File: src/rtl/qblock_pkg.sv
// Shared types and constants for the question-block tile controller.
package qblock_pkg;

  // Block life cycle: flashing, bumping up, bumping down, spent.
  typedef enum logic [1:0] {
    ANIM      = 2'd0,
    BUMP_UP   = 2'd1,
    BUMP_DOWN = 2'd2,
    EMPTY     = 2'd3
  } state_t;

  // Sprite ROM selector driving the renderer's colour mux.
  typedef enum logic [1:0] {
    SPR_Q0    = 2'd0,
    SPR_Q1    = 2'd1,
    SPR_Q2    = 2'd2,
    SPR_EMPTY = 2'd3
  } sprite_t;

  // Idle flash ping-pongs through the three Q frames.
  localparam sprite_t ANIM_SEQ [4] = '{SPR_Q0, SPR_Q1, SPR_Q2, SPR_Q1};

  // Map an animation step to the sprite frame shown for it.
  function automatic sprite_t frame_of(input logic [1:0] idx);
    return ANIM_SEQ[idx];
  endfunction

endpackage

File: src/rtl/tile_addr_gen.sv
// Turns an in-tile pixel offset into a registered sprite-ROM address,
// range-checks it against the tile size and registers the sprite id
// alongside so both reach the ROM/mux in the same cycle.
module tile_addr_gen #(
  parameter int TILE_W = 20,
  parameter int TILE_H = 20,
  parameter int ADDR_W = 9,
  parameter int OFF_W  = 5
) (
  input  logic              Clk,
  input  logic              Reset,
  input  logic              draw_en,
  input  logic [OFF_W-1:0]  x_off,
  input  logic [OFF_W-1:0]  y_off,
  input  logic [1:0]        sprite_in,
  output logic [ADDR_W-1:0] read_address,
  output logic [1:0]        sprite_sel,
  output logic              pix_valid
);

  logic              in_tile;
  logic [ADDR_W-1:0] addr_calc;

  // Row-major address; evaluated at full ROM width so in-range offsets never truncate.
  always_comb begin
    in_tile   = draw_en && (32'(x_off) < TILE_W) && (32'(y_off) < TILE_H);
    addr_calc = ADDR_W'(y_off) * ADDR_W'(TILE_W) + ADDR_W'(x_off);
  end

  // Output register: refreshed every cycle, address forced to 0 when off-tile.
  always_ff @(posedge Clk or posedge Reset) begin
    if (Reset) begin
      read_address <= '0;
      sprite_sel   <= '0;
      pix_valid    <= 1'b0;
    end else begin
      read_address <= in_tile ? addr_calc : '0;
      sprite_sel   <= sprite_in;
      pix_valid    <= in_tile;
    end
  end

endmodule

File: src/rtl/qblock_ctrl.sv
// Question-block tile controller: idle flash animation, hit acceptance with
// coin spawn, bump-up/bump-down offset, then a terminal empty block.
module qblock_ctrl
  import qblock_pkg::*;
#(
  parameter int FRAME_HOLD  = 8,
  parameter int BUMP_HEIGHT = 4,
  parameter int TILE_W      = 20,
  parameter int TILE_H      = 20,
  parameter int ADDR_W      = 9
) (
  input  logic              Clk,
  input  logic              Reset,
  input  logic              frame_tick,
  input  logic              hit,
  input  logic              draw_en,
  input  logic [4:0]        x_off,
  input  logic [4:0]        y_off,
  output logic [ADDR_W-1:0] read_address,
  output logic [1:0]        sprite_sel,
  output logic              pix_valid,
  output logic [3:0]        y_bump,
  output logic              coin_spawn,
  output logic              is_empty
);

  localparam logic [7:0] HOLD_LAST = 8'(FRAME_HOLD - 1);
  localparam logic [3:0] BUMP_TOP  = 4'(BUMP_HEIGHT);

  state_t     state_reg,    state_next;
  logic [1:0] anim_idx_reg, anim_idx_next;
  logic [7:0] hold_cnt_reg, hold_cnt_next;
  logic [3:0] y_bump_reg,   y_bump_next;
  logic       coin_reg,     coin_next;
  sprite_t    sprite_cur;

  // State and counter registers.
  always_ff @(posedge Clk or posedge Reset) begin
    if (Reset) begin
      state_reg    <= ANIM;
      anim_idx_reg <= 2'd0;
      hold_cnt_reg <= 8'd0;
      y_bump_reg   <= 4'd0;
      coin_reg     <= 1'b0;
    end else begin
      state_reg    <= state_next;
      anim_idx_reg <= anim_idx_next;
      hold_cnt_reg <= hold_cnt_next;
      y_bump_reg   <= y_bump_next;
      coin_reg     <= coin_next;
    end
  end

  // Next-state logic; a hit outranks a coincident tick, which is then dropped.
  always_comb begin
    state_next    = state_reg;
    anim_idx_next = anim_idx_reg;
    hold_cnt_next = hold_cnt_reg;
    y_bump_next   = y_bump_reg;
    coin_next     = 1'b0;
    case (state_reg)
      ANIM: begin
        if (hit) begin
          state_next = BUMP_UP;
          coin_next  = 1'b1;
        end else if (frame_tick) begin
          if (hold_cnt_reg >= HOLD_LAST) begin
            hold_cnt_next = 8'd0;
            anim_idx_next = anim_idx_reg + 2'd1;
          end else begin
            hold_cnt_next = hold_cnt_reg + 8'd1;
          end
        end
      end
      BUMP_UP: begin
        if (frame_tick) begin
          y_bump_next = y_bump_reg + 4'd1;
          if (y_bump_reg + 4'd1 >= BUMP_TOP) state_next = BUMP_DOWN;
        end
      end
      BUMP_DOWN: begin
        if (frame_tick) begin
          if (y_bump_reg <= 4'd1) begin
            y_bump_next = 4'd0;
            state_next  = EMPTY;
          end else begin
            y_bump_next = y_bump_reg - 4'd1;
          end
        end
      end
      EMPTY: begin
        y_bump_next = 4'd0;
      end
      default: begin
        state_next = ANIM;
      end
    endcase
  end

  // Sprite shown this cycle: flash frame while idle, empty block once hit.
  always_comb begin
    sprite_cur = (state_reg == ANIM) ? frame_of(anim_idx_reg) : SPR_EMPTY;
  end

  tile_addr_gen #(
    .TILE_W (TILE_W),
    .TILE_H (TILE_H),
    .ADDR_W (ADDR_W),
    .OFF_W  (5)
  ) u_addr (
    .Clk          (Clk),
    .Reset        (Reset),
    .draw_en      (draw_en),
    .x_off        (x_off),
    .y_off        (y_off),
    .sprite_in    (sprite_cur),
    .read_address (read_address),
    .sprite_sel   (sprite_sel),
    .pix_valid    (pix_valid)
  );

  assign y_bump     = y_bump_reg;
  assign coin_spawn = coin_reg;
  assign is_empty   = (state_reg != ANIM);

endmodule

File: config.mk
export PLATFORM = sky130hd
export DESIGN_NAME = qblock_ctrl
export DESIGN_NICKNAME = d
export VERILOG_FILES = /design/src/rtl/qblock_pkg.sv /design/src/rtl/tile_addr_gen.sv /design/src/rtl/qblock_ctrl.sv
export SDC_FILE = /design/constraint.sdc
export NUM_CORES = 1
export LEC_CHECK = 0
export CAP_MARGIN = 30
export CORE_MARGIN = 2
export CORE_UTILIZATION = 35
export CTS_CLUSTER_DIAMETER = 40
export DETAILED_ROUTE_END_ITERATION = 8
export GPL_ROUTABILITY_DRIVEN = 0
export PLACE_DENSITY = 0.7
export SYNTH_ARGS = -nofsm -noshare
export SYNTH_HDL_FRONTEND = slang
export SYNTH_SLANG_ARGS = --single-unit
File: constraint.sdc
create_clock -name Clk -period 3.2 [get_ports Clk]
set_input_delay 0.48 -clock Clk [delete_from_list [all_inputs] [get_ports Clk]]
set_output_delay 0.48 -clock Clk [all_outputs]
set_load 0.03 [all_outputs]
# Word level (Yosys, flattened, before mapping)
# Index checks and enable logic that the tools add are counted.
# totals
ff_bits	29
input_bits	15
word_cells	58
# classes
n_addsub	5
mul	1
magnitude_cmp	6
n_eq_ne	8
n_mux	18
bitwise	2
reduce_logical	10
# op_table
op	n
2-bit two-way mux	8
4-bit two-way mux	3
4-bit one-hot mux with 3 select lines	1
5-bit < comparator (second input constant)	2
2-bit inequality test (second input constant)	5
9-bit by 5-bit adder with 9-bit output	1
9-bit two-way mux	1
8-bit by 1-bit adder with 8-bit output (second input constant)	1
8-bit by 3-bit greater-or-equal comparator with 1-bit output (second input constant)	1
8-bit two-way mux	1
5-bit by 3-bit multiplier with 7-bit output (second input constant)	1
2-bit one-hot mux with 3 select lines	1
3-bit AND reduction	2
6-bit AND reduction	1
3-bit nonzero test	2
4-bit by 1-bit adder with 4-bit output (second input constant)	1
2-bit binary-select mux with 2-bit select	1
2-bit == test (second input constant)	2
4-bit by 3-bit greater-or-equal comparator with 1-bit output (second input constant)	1
4-bit by 1-bit <= comparator with 1-bit output (second input constant)	1
4-bit AND reduction	1
4-bit by 1-bit subtractor with 4-bit output (second input constant)	1
3-bit greater-or-equal comparator (second input constant)	1
2-bit inverter with 3-bit output	1
7 further kinds	9

# Logic depth before layout (Yosys ltp)
# Gate-level depths: netlist of run 1.
# logic_depth
depth_word	5
ltp_mapped	8

# Cells and area by module
# A second synthesis of run 1 with hierarchy kept.
# unflattened
cells_unflattened	167
area_unflattened_um2	1761.7
# modules_own_cells
mod	n_inst	cells_each	area_each_um2	seq_area_each_um2
qblock_ctrl	1	101	1031.0	425.4
tile_addr_gen	1	66	730.7	300.3

# Least setup slack after synthesis of run 1
# No wires, ideal clock.
# synth_path
kind	in2reg
start	in y_off[1]
end	reg u_addr.read_address[8]
setup_ns	0.125
arrival_ns	2.124
t_required_ns	3.075
slack_ns	0.951
cell_stages	7
path_cell_list	ha_1 -> ha_1 -> inv_1 -> fa_1 -> nand4b_1 -> xor2_1 -> mux2_2
# synth_via
elab_chain_len	3
word_cells_on_any_way	5
cone_classes	add/sub: 1; mul: 1; order compare: 1; mux: 1; reduce/logical: 1
# synth_lines
element	line	text
from (decl)	qblock_ctrl.sv:18	input logic [4:0] y_off,
5-bit by 3-bit multiplier with 7-bit output / 5-bit < comparator (equally long branches)	tile_addr_gen.sv:27, tile_addr_gen.sv:26	
9-bit by 5-bit adder with 9-bit output / 1-bit logical AND (equally long branches)	tile_addr_gen.sv:27, tile_addr_gen.sv:26	
9-bit two-way mux (*)	tile_addr_gen.sv:37	read_address <= in_tile ? addr_calc : '0;
to (signal assigned)	tile_addr_gen.sv:37	
to (decl)	tile_addr_gen.sv:16	output logic [ADDR_W-1:0] read_address,
# Mark *: on every way between the ends. The rest lies on a longest branch, timed or not.
# A chain may end at the register's enable or synchronous reset.

# Worst setup path in the final report of run 1
# Same ends and word-level chain as after synthesis.

==> results.py, run 1 <==
metrics = {
    "global_route": {
        "grt_pass1_wl_mm": 5.44,
        "grt_pass1_vias": 1264,
        "track_usage_pct": 13.4,
        "antenna_found_initial": 0,
        "grt_max_degree": 30,
        "overflow": 0,
    },
    "yosys": {
        "yosysUniqueCellTypes": 40,
        "synth_top_cells_by_count": "dfrtp_1, ha_1, inv_1",
        "synth.most_common_cell": "dfrtp_1",
        "synth_edf_count": 0,
        "synthCells": 156,
        "syn_avg_cell_area_um2": 10.6,
        "ys_warn_count": 0,
        "syn_area_mm2": 0.00166,
        "ys.flop_type": "dfrtp_1",
        "synth_top_area_share_pct": 43.8,
        "yosysTopAreaCell": "dfrtp_1",
        "ys_seq_area_share_pct": 43.8,
        "synth-async-reset-ratio_pct": 100,
        "yosys-top-cells-area": "dfrtp_1, ha_1, inv_1, nor2_1, and2_1",
        "syn_nets": 192,
        "synth_seq_cells": 29,
    },
    "clocking": {
        "postCtsSetupBuffers": 0,
        "htree_levels": 2,
        "path_clk_slew_ns": 0.05,
        "cts_tree": "built",
        "clk_latency_ns": 0.28,
        "cts_root_buf": "clkbuf_8",
        "cts-buffers-inserted": 5,
        "cts_sinks": 29,
        "cts_buffer_depth": 2,
        "hold_buffers": 0,
        "cts_resized": 0,
    },
    "timing": {
        "finalHoldViolations": 0,
        "fin_skew_ns": 0.00685,
        "relSlewSlack_pct": 67.0,
        "layout_min_cycle_time_ns": 2.61,
        "fmax_mhz": 383,
        "worst_pin_slew_ns": 0.495,
        "rsz0062_at_grt": "false",
        "whs_ns": 0.475,
        "finalCritPeriodShare_pct": 81.5,
        "setup_viol": 0,
        "tns_ns": 0,
        "maxSlewViolCount": 0,
    },
    "cells_and_area": {
        "syn_to_final_growth_pct": 29.1,
        "n_fill_cell": 458,
        "largest_reg_flops": 9,
        "n_antenna_cell": 0,
        "layout-drive-gt1-share_pct": 8.16,
        "layout.nets": 232,
    },
    "routing": {
        "post_drt_wl_per_cell_um": 12.2,
        "ant_nets": 0,
        "drt_iter0_drc": 39,
        "vias": 1232,
        "wl_mm": 3.06,
        "drc": 0,
        "via_per_inst": 4.93,
        "firstDrtPassIters": 4,
    },
    "floorplan": {
        "start_util_pct": 35.8,
        "die_h_um": 72.8,
        "io_pins": 33,
        "dieArea_mm2": 0.00530,
        "die_x_um": 72.8,
        "fp.coreArea_mm2": 0.00463,
        "placementRows": 25,
    },
    "critical_path": {
        "path_buf_inv": 2,
        "worstPathRequired_ns": 3.36,
        "arrival_ns": 2.76,
        "path_depth": 9,
        "critPathSlowestCell": "clkdlybuf4s50_1",
        "critPathMaxStageDelay_ns": 0.47,
        "r2r-start": "y_bump[0]",
        "crit_family": "adder cells",
        "cp-start-kind": "input port",
        "critical_path.most_common_cell": "ha_1",
        "critPathCaptureType": "flop",
        "path_cells": "clkdlybuf4s50_1 -> ha_1 -> ha_1 -> inv_1 -> fa_1 -> xnor2_1 -> nand4b_1 -> xor2_1 -> mux2_2",
        "path_max_fanout": 3,
        "reg2reg_depth": 4,
        "r2r_setup_slack_ns": 1.38,
        "criticalPathCategory": "in -> reg",
        "r2r_end": "state_reg[1]",
        "crit_start": "y_off[1]",
        "setup.worst_path.end": "u_addr.read_address[8]",
    },
    "power_and_ir_drop": {
        "leakagePower_nw": 1.01,
        "p_sw_share_pct": 38.7,
        "p_int_uw": 910,
        "clkPwrFrac_pct": 20.0,
        "power_frac_comb_pct": 45.4,
        "seqPwrFrac_pct": 34.6,
        "vdd_drop_max_mv": 0.198,
        "switchingPower_uw": 574,
        "powerDensity_mw_per_mm2": 694,
    },
    "worst_hold_path": {
        "hold_class": "reg -> reg",
    },
    "placed_design": {
        "dpl.hpwl_mm": 2.29,
        "io_buffers": 32,
    },
    "run": {
        "maxCapViolCount": 0,
    },
    "run_status": {
        "status": "finished clean",
    },
}
==> layout by cell type, fill, tap and decap left out, drive strengths merged, types with 2 or more instances in the layout <==
cell type      synthesis  layout
a31oi                  2       2
a21oi                  8       8
a21o                   4       4
inv                   14      14
nor3                   2       2
clkdlybuf4s50          0      32
clkbuf                 0       7
fa                     2       2
nor2                  13      13
nand2                 11      11
mux2                   3       3
o221ai                 2       2
nand3                  2       2
o21ai                  7       7
a22o                   2       2
mux2i                  3       3
and3                   3       3
ha                    19      19
xor2                   2       2
xnor2                  4       4
and2                   7       7
nand2b                 2       2
dfrtp                 29      29
==> metrics by stage <==
| stage | instance area [um^2] | cells | power (mW) | setup WS (ns) | util (%) |
|---|---|---|---|---|---|
| 6_report | 2140 | 250 | 1.48 | 0.592 | 46.2 |
| 5_1_grt | 2140 | 250 | 1.61 | 0.453 | 46.2 |
| 3_3_place_gp | 2050 | 243 | 1.18 | 0.372 | 44.4 |
| 4_1_cts | 2140 | 250 | 1.50 | 0.594 | 46.2 |
| 3_5_place_dp | 2050 | 243 | 1.19 | 0.301 | 44.4 |
| 2_1_floorplan | 1660 | 156 | 0.990 | 0.951 | - |
==> metal layers <==
metal  part of all wire (%)  wire (um)  global-route usage, %
met5                      0          0                      0
met4                    2.4         74                   7.61
met3                    5.0        154                   4.42
met2                     49       1490                   22.3
met1                     44       1350                   15.0
==> tightest hold or removal path, delay by kind of cell (launching register included) <==
family	cells	cell delay, ns
flip-flops	1	0.32
buffers and inverters	1	0.07
AND/OR/NAND/NOR	1	0.06
==> final cells by class <==
cell class / count / area, um^2 / area share (%)
well taps: 54 / 67.6 / 3.16
inverters: 14 / 52.6 / 2.46
multi-input cells: 113 / 880 / 41.1
flip-flops and latches: 29 / 726 / 33.9
clock buffers: 7 / 86.3 / 4.04
repair buffers: 33 / 328 / 15.3
==> power groups by stage <==
| stage | clock network, mW | registers [mW] | logic (mW) |
|---|---|---|---|
| after global routing | 0.322 | 0.528 | 0.756 |
| final | 0.297 | 0.514 | 0.673 |
| after global placement | 0 | 0.515 | 0.660 |
| after detailed placement | 0 | 0.519 | 0.669 |
| after floorplan | 0 | 0.573 | 0.417 |
| after CTS | 0.310 | 0.514 | 0.678 |
==> how the worst min path moves through the flow <==
stage / from / to / slack [ns] / cells past startpoint
2_1_floorplan: anim_idx_reg[0] / u_addr.sprite_sel[0] / 0.44 / 2
3_3_place_gp: anim_idx_reg[0] / u_addr.sprite_sel[0] / 0.46 / 2
3_5_place_dp: anim_idx_reg[0] / u_addr.sprite_sel[0] / 0.47 / 2
4_1_cts: anim_idx_reg[0] / u_addr.sprite_sel[0] / 0.48 / 2
5_1_grt: anim_idx_reg[0] / u_addr.sprite_sel[0] / 0.51 / 2
6_report: anim_idx_reg[0] / u_addr.sprite_sel[0] / 0.48 / 2
==> cell families (layout without fill, tap and decap cells) <==
| logic type | Yosys count | count (layout) | share of synthesized area [%] |
|---|---|---|---|
| compound gates | 31 | 31 | 13.4 |
| fa+ha+maj | 21 | 21 | 16.8 |
| simple gates | 49 | 49 | 15.9 |
| buf+inv | 14 | 54 | 3.17 |
| flops | 29 | 29 | 43.8 |
| xor+xnor | 6 | 6 | 3.17 |
| mux | 6 | 6 | 3.85 |
Power figures use the tool's default switching activity.
==> run 2, diff against run 1 <==
clock period = 2.7 ns   (was 3.2 ns; I/O delays follow)
==> results.py, run 2 (same netlist as run 1, synthesis figures left out) <==
metrics = {
    "placed_design": {
        "dp_slack_ns": -0.0168,
        "io_buffers": 32,
        "dp.cells": 247,
        "dpl.hpwl_mm": 2.22,
    },
    "timing": {
        "rsz0062_at_grt": "false",
        "fmax_mhz": 413,
        "layout_min_cycle_time_ns": 2.42,
        "relSlewSlack_pct": 68.4,
        "setup_viol": 0,
        "fin_skew_ns": 0.00738,
        "finalHoldViolations": 0,
        "maxSlewViolCount": 0,
        "finalCritPeriodShare_pct": 89.6,
        "fin_ws_ns": 0.282,
        "worst_pin_slew_ns": 0.474,
    },
    "floorplan": {
        "placementRows": 25,
        "die_h_um": 72.8,
        "die_x_um": 72.8,
        "fp.coreArea_mm2": 0.00463,
        "io_pins": 33,
        "start_util_pct": 35.8,
        "dieArea_mm2": 0.00530,
    },
    "critical_path": {
        "arrival_ns": 2.57,
        "critical_path.most_common_cell": "ha_1",
        "critPathCaptureType": "flop",
        "r2r_setup_slack_ns": 0.85,
        "critPathMaxStageDelay_ns": 0.42,
        "cp-start-kind": "input port",
        "path_max_fanout": 2,
        "criticalPathCategory": "in -> reg",
        "worstPathRequired_ns": 2.86,
        "critPathSlowestCell": "clkdlybuf4s50_1",
        "path_buf_inv": 2,
        "path_cells": "clkdlybuf4s50_1 -> ha_1 -> ha_1 -> inv_1 -> fa_1 -> xnor2_1 -> nand4b_1 -> xor2_1 -> mux2_2",
        "crit_family": "adder cells",
    },
    "power_and_ir_drop": {
        "power_frac_comb_pct": 45.3,
        "leakagePower_nw": 1.03,
        "p_sw_share_pct": 38.0,
        "finalPower_mw": 1.75,
        "clkPwrFrac_pct": 19.9,
        "vdd_drop_max_mv": 0.251,
        "powerDensity_mw_per_mm2": 806,
        "seqPwrFrac_pct": 34.8,
        "switchingPower_uw": 664,
        "p_int_mw": 1.08,
    },
    "routing": {
        "ant_nets": 0,
        "vias": 1252,
        "drt_iter0_drc": 44,
        "drc": 0,
        "firstDrtPassIters": 4,
        "wl_mm": 2.89,
        "post_drt_wl_per_cell_um": 11.4,
        "via_per_inst": 4.93,
    },
    "cells_and_area": {
        "n_fill_cell": 447,
        "seq_area_um2": 726,
        "final_common_cell": "clkdlybuf4s50_1",
        "largest_reg_flops": 9,
        "final_cell_mix": "clkdlybuf4s50_1, dfrtp_1, ha_1, inv_1, nor2_1",
        "layout.nets": 236,
        "final_cells": 254,
        "n_antenna_cell": 0,
        "multi_input_area_um2": 880,
        "layout-drive-gt1-share_pct": 10.0,
        "syn_to_final_growth_pct": 30.9,
        "final_util_pct": 46.9,
    },
    "clocking": {
        "clk_latency_ns": 0.28,
        "path_clk_slew_ns": 0.06,
        "cts_sinks": 29,
        "cts_tree": "built",
        "htree_levels": 2,
        "hold_buffers": 0,
        "postCtsSetupBuffers": 0,
        "cts_root_buf": "clkbuf_8",
        "cts_resized": 0,
        "cts-buffers-inserted": 5,
        "cts_buffer_depth": 2,
    },
    "worst_hold_path": {
        "hold_class": "reg -> reg",
    },
    "global_route": {
        "grt_pass1_wl_mm": 5.15,
        "overflow": 0,
        "track_usage_pct": 12.5,
        "antenna_found_initial": 0,
        "grt_pass1_vias": 1163,
        "grt_max_degree": 30,
    },
    "run_status": {
        "status": "finished clean",
    },
    "run": {
        "maxCapViolCount": 0,
    },
}
-- run 2: changes by cell type in the layout (fill, tap and decap cells not counted) --
cell,change
buf_4,+4
-- run 2: area by class of cell --
type	count	share of cell area (%)
multi-input cells	113	40.5
flip-flops and latches	29	33.4
inverters	14	2.42
well taps	54	3.11
clock buffers	7	3.98
repair buffers	37	16.5
-- run 2: power groups by stage --
stage,clock (mW),combinational (mW),sequential (mW)
floorplan,0,0.494,0.680
global placement,0,0.790,0.611
detailed placement,0,0.797,0.615
CTS,0.365,0.800,0.608
global route,0.392,0.883,0.625
finish,0.348,0.793,0.608
-- run 2: through the flow --
step	hold slack, ns	cell area (um^2)	setup TNS, ns
2_1_floorplan	0.441	1660	0
3_3_place_gp	0.461	2080	0
3_5_place_dp	0.473	2080	-0.0168
4_1_cts	0.494	2170	0
5_1_grt	0.509	2170	0
6_report	0.484	2170	0
-- run 2: per-layer routing --
| layer | part of all wire, % | global-route usage (%) | routed length (um) | up-vias |
|---|---|---|---|---|
| met3 | 5.4 | 4.83 | 157 | 5 |
| met4 | 1.1 | 3.09 | 31 | 0 |
| met2 | 48 | 20.7 | 1400 | 31 |
| met5 | 0 | 0 | 0 | - |
| met1 | 45 | 15.2 | 1300 | 577 |
| li1 | - | - | - | 639 |
-- run 2: final timing paths --
kind	to	start	cells after the start
max	u_addr.read_address[8]	y_off[1]	9
min	u_addr.sprite_sel[0]	anim_idx_reg[0]	2
max reg2reg	state_reg[1]	y_bump[0]	4
min reg2reg	u_addr.sprite_sel[0]	anim_idx_reg[0]	2
max in group asynchronous	u_addr.pix_valid	Reset	3
min in group asynchronous	y_bump[3]	Reset	3
-- run 2: worst reg2reg max path, stage by stage (launching register included) --
cell and delay, ns:
dfrtp_1 0.49, ha_1 0.29, or4b_1 0.49, nand4_2 0.13
mux2_1 0.33
==> run 3, diff against run 2 <==
SETUP_SLACK_MARGIN = 0.15   (was not set)
==> results.py, run 3 (same netlist as run 1, synthesis figures left out) <==
metrics = {
    "clocking": {
        "cts_buffer_depth": 2,
        "htree_levels": 2,
        "cts_sinks": 29,
        "cts_tree": "built",
        "cts_root_buf": "clkbuf_8",
        "cts-buffers-inserted": 5,
        "path_clk_slew_ns": 0.06,
        "clk_latency_ns": 0.28,
        "hold_buffers": 0,
    },
    "critical_path": {
        "path_cells": "clkdlybuf4s50_1 -> ha_1 -> ha_1 -> inv_1 -> fa_1 -> xnor2_2 -> nand4b_1 -> xor2_1 -> mux2_2",
        "critPathMaxStageDelay_ns": 0.42,
        "path_max_fanout": 2,
        "critPathSlowestCell": "clkdlybuf4s50_1",
        "critPathCaptureType": "flop",
        "reg2reg_depth": 4,
        "path_depth": 9,
        "path_buf_inv": 2,
        "criticalPathCategory": "in -> reg",
        "crit_family": "adder cells",
        "critical_path.most_common_cell": "ha_1",
        "worstPathRequired_ns": 2.86,
        "cp-start-kind": "input port",
        "arrival_ns": 2.57,
    },
    "placed_design": {
        "dp.cells": 247,
        "placed_cell_area_mm2": 0.00208,
        "io_buffers": 32,
        "dp_slack_ns": -0.0168,
        "dpl.hpwl_mm": 2.22,
    },
    "cells_and_area": {
        "final_cells": 254,
        "syn_to_final_growth_pct": 31.3,
        "layout-drive-gt1-share_pct": 10.5,
        "final_cell_mix": "clkdlybuf4s50_1, dfrtp_1, ha_1, inv_1, nor2_1",
        "largest_reg_flops": 9,
        "layout.nets": 236,
        "n_antenna_cell": 0,
        "finalInstanceArea_mm2": 0.00218,
        "final_common_cell": "clkdlybuf4s50_1",
    },
    "worst_hold_path": {
        "hold_class": "reg -> reg",
        "hold_path_depth": 2,
    },
    "power_and_ir_drop": {
        "vdd_drop_max_mv": 0.251,
        "leakagePower_nw": 1.04,
        "finalPower_mw": 1.75,
        "powerDensity_mw_per_mm2": 804,
    },
    "global_route": {
        "grt_max_degree": 30,
        "grt_pass1_wl_mm": 5.15,
        "track_usage_pct": 12.5,
        "antenna_found_initial": 0,
        "grt_pass1_vias": 1163,
        "overflow": 0,
    },
    "routing": {
        "vias": 1254,
        "post_drt_wl_per_cell_um": 11.4,
        "wl_mm": 2.90,
        "ant_nets": 0,
        "drc": 0,
        "via_per_inst": 4.94,
        "drt_iter0_drc": 44,
        "firstDrtPassIters": 4,
    },
    "floorplan": {
        "io_pins": 33,
        "dieArea_mm2": 0.00530,
        "die_x_um": 72.8,
        "fp.coreArea_mm2": 0.00463,
        "start_util_pct": 35.8,
        "placementRows": 25,
        "die_h_um": 72.8,
    },
    "timing": {
        "setup_viol": 0,
        "fin_ws_ns": 0.284,
        "finalHoldViolations": 0,
        "finalCritPeriodShare_pct": 89.5,
        "layout_min_cycle_time_ns": 2.42,
        "tns_ns": 0,
        "worst_pin_slew_ns": 0.474,
        "maxSlewViolCount": 0,
        "relSlewSlack_pct": 68.4,
        "fmax_mhz": 414,
        "fin_skew_ns": 0.00738,
        "rsz0062_at_grt": "false",
    },
    "run": {
        "maxCapViolCount": 0,
    },
    "run_status": {
        "status": "finished clean",
    },
}
## run 3: cell types whose count changed in the layout (fill, tap and decap cells not counted)
| cell | delta |
|---|---|
| xnor2_1 | -1 |
| xnor2_2 | +1 |
## run 3: where the power goes
| part | leakage, nW | switching (mW) | internal (mW) |
|---|---|---|---|
| Sequential | 0.367 | 0.0915 | 0.516 |
| Combinational | 0.626 | 0.427 | 0.369 |
| Clock | 0.0443 | 0.147 | 0.201 |
## run 3: worst paths after layout
check,to,slack (ns),startpoint
worst max-delay path,u_addr.read_address[8],0.28,y_off[1]
worst min-delay path,u_addr.sprite_sel[0],0.48,anim_idx_reg[0]
worst max register to register,state_reg[1],0.85,y_bump[0]
worst min register to register,u_addr.sprite_sel[0],0.48,anim_idx_reg[0]
min in group asynchronous,y_bump[3],0.50,Reset
max in group asynchronous,u_addr.pix_valid,1.94,Reset
## run 3: final cells by class
| cell class | instances | area, um^2 |
|---|---|---|
| repair buffers | 37 | 358 |
| fillers | 444 | 2450 |
| inverters | 14 | 52.6 |
| flip-flops and latches | 29 | 726 |
| multi-input cells | 113 | 887 |
| clock buffers | 7 | 86.3 |
| well taps | 54 | 67.6 |
## run 3: what timing repair did
item | in CTS | in global routing
setup buffers | 0 | 0
gates resized for setup | 0 | 1
hold endpoints to repair | 0 | 0
endpoints found under the setup margin | 0 | 1
## run 3: worst register-to-register path: cells and delay by family (launching register included)
family	cells	cell delay [ns]
simple gates	2	0.62
fa+ha+maj	1	0.29
flops	1	0.49
mux	1	0.33
## run 3: stage by stage
stage               utilization, %  hold WS (ns)
floorplan                        -         0.441
global placement              45.0         0.461
detailed placement            45.0         0.473
CTS                           46.9         0.494
global route                  47.0         0.509
finish                        47.0         0.484
## run 3: metal layers
layer	vias up	share of wire, %	GRT usage (%)
li1	640	-	-
met1	582	45	15.2
met2	27	48	20.7
met3	5	5.2	4.83
met4	0	1.1	3.09
met5	-	0	0
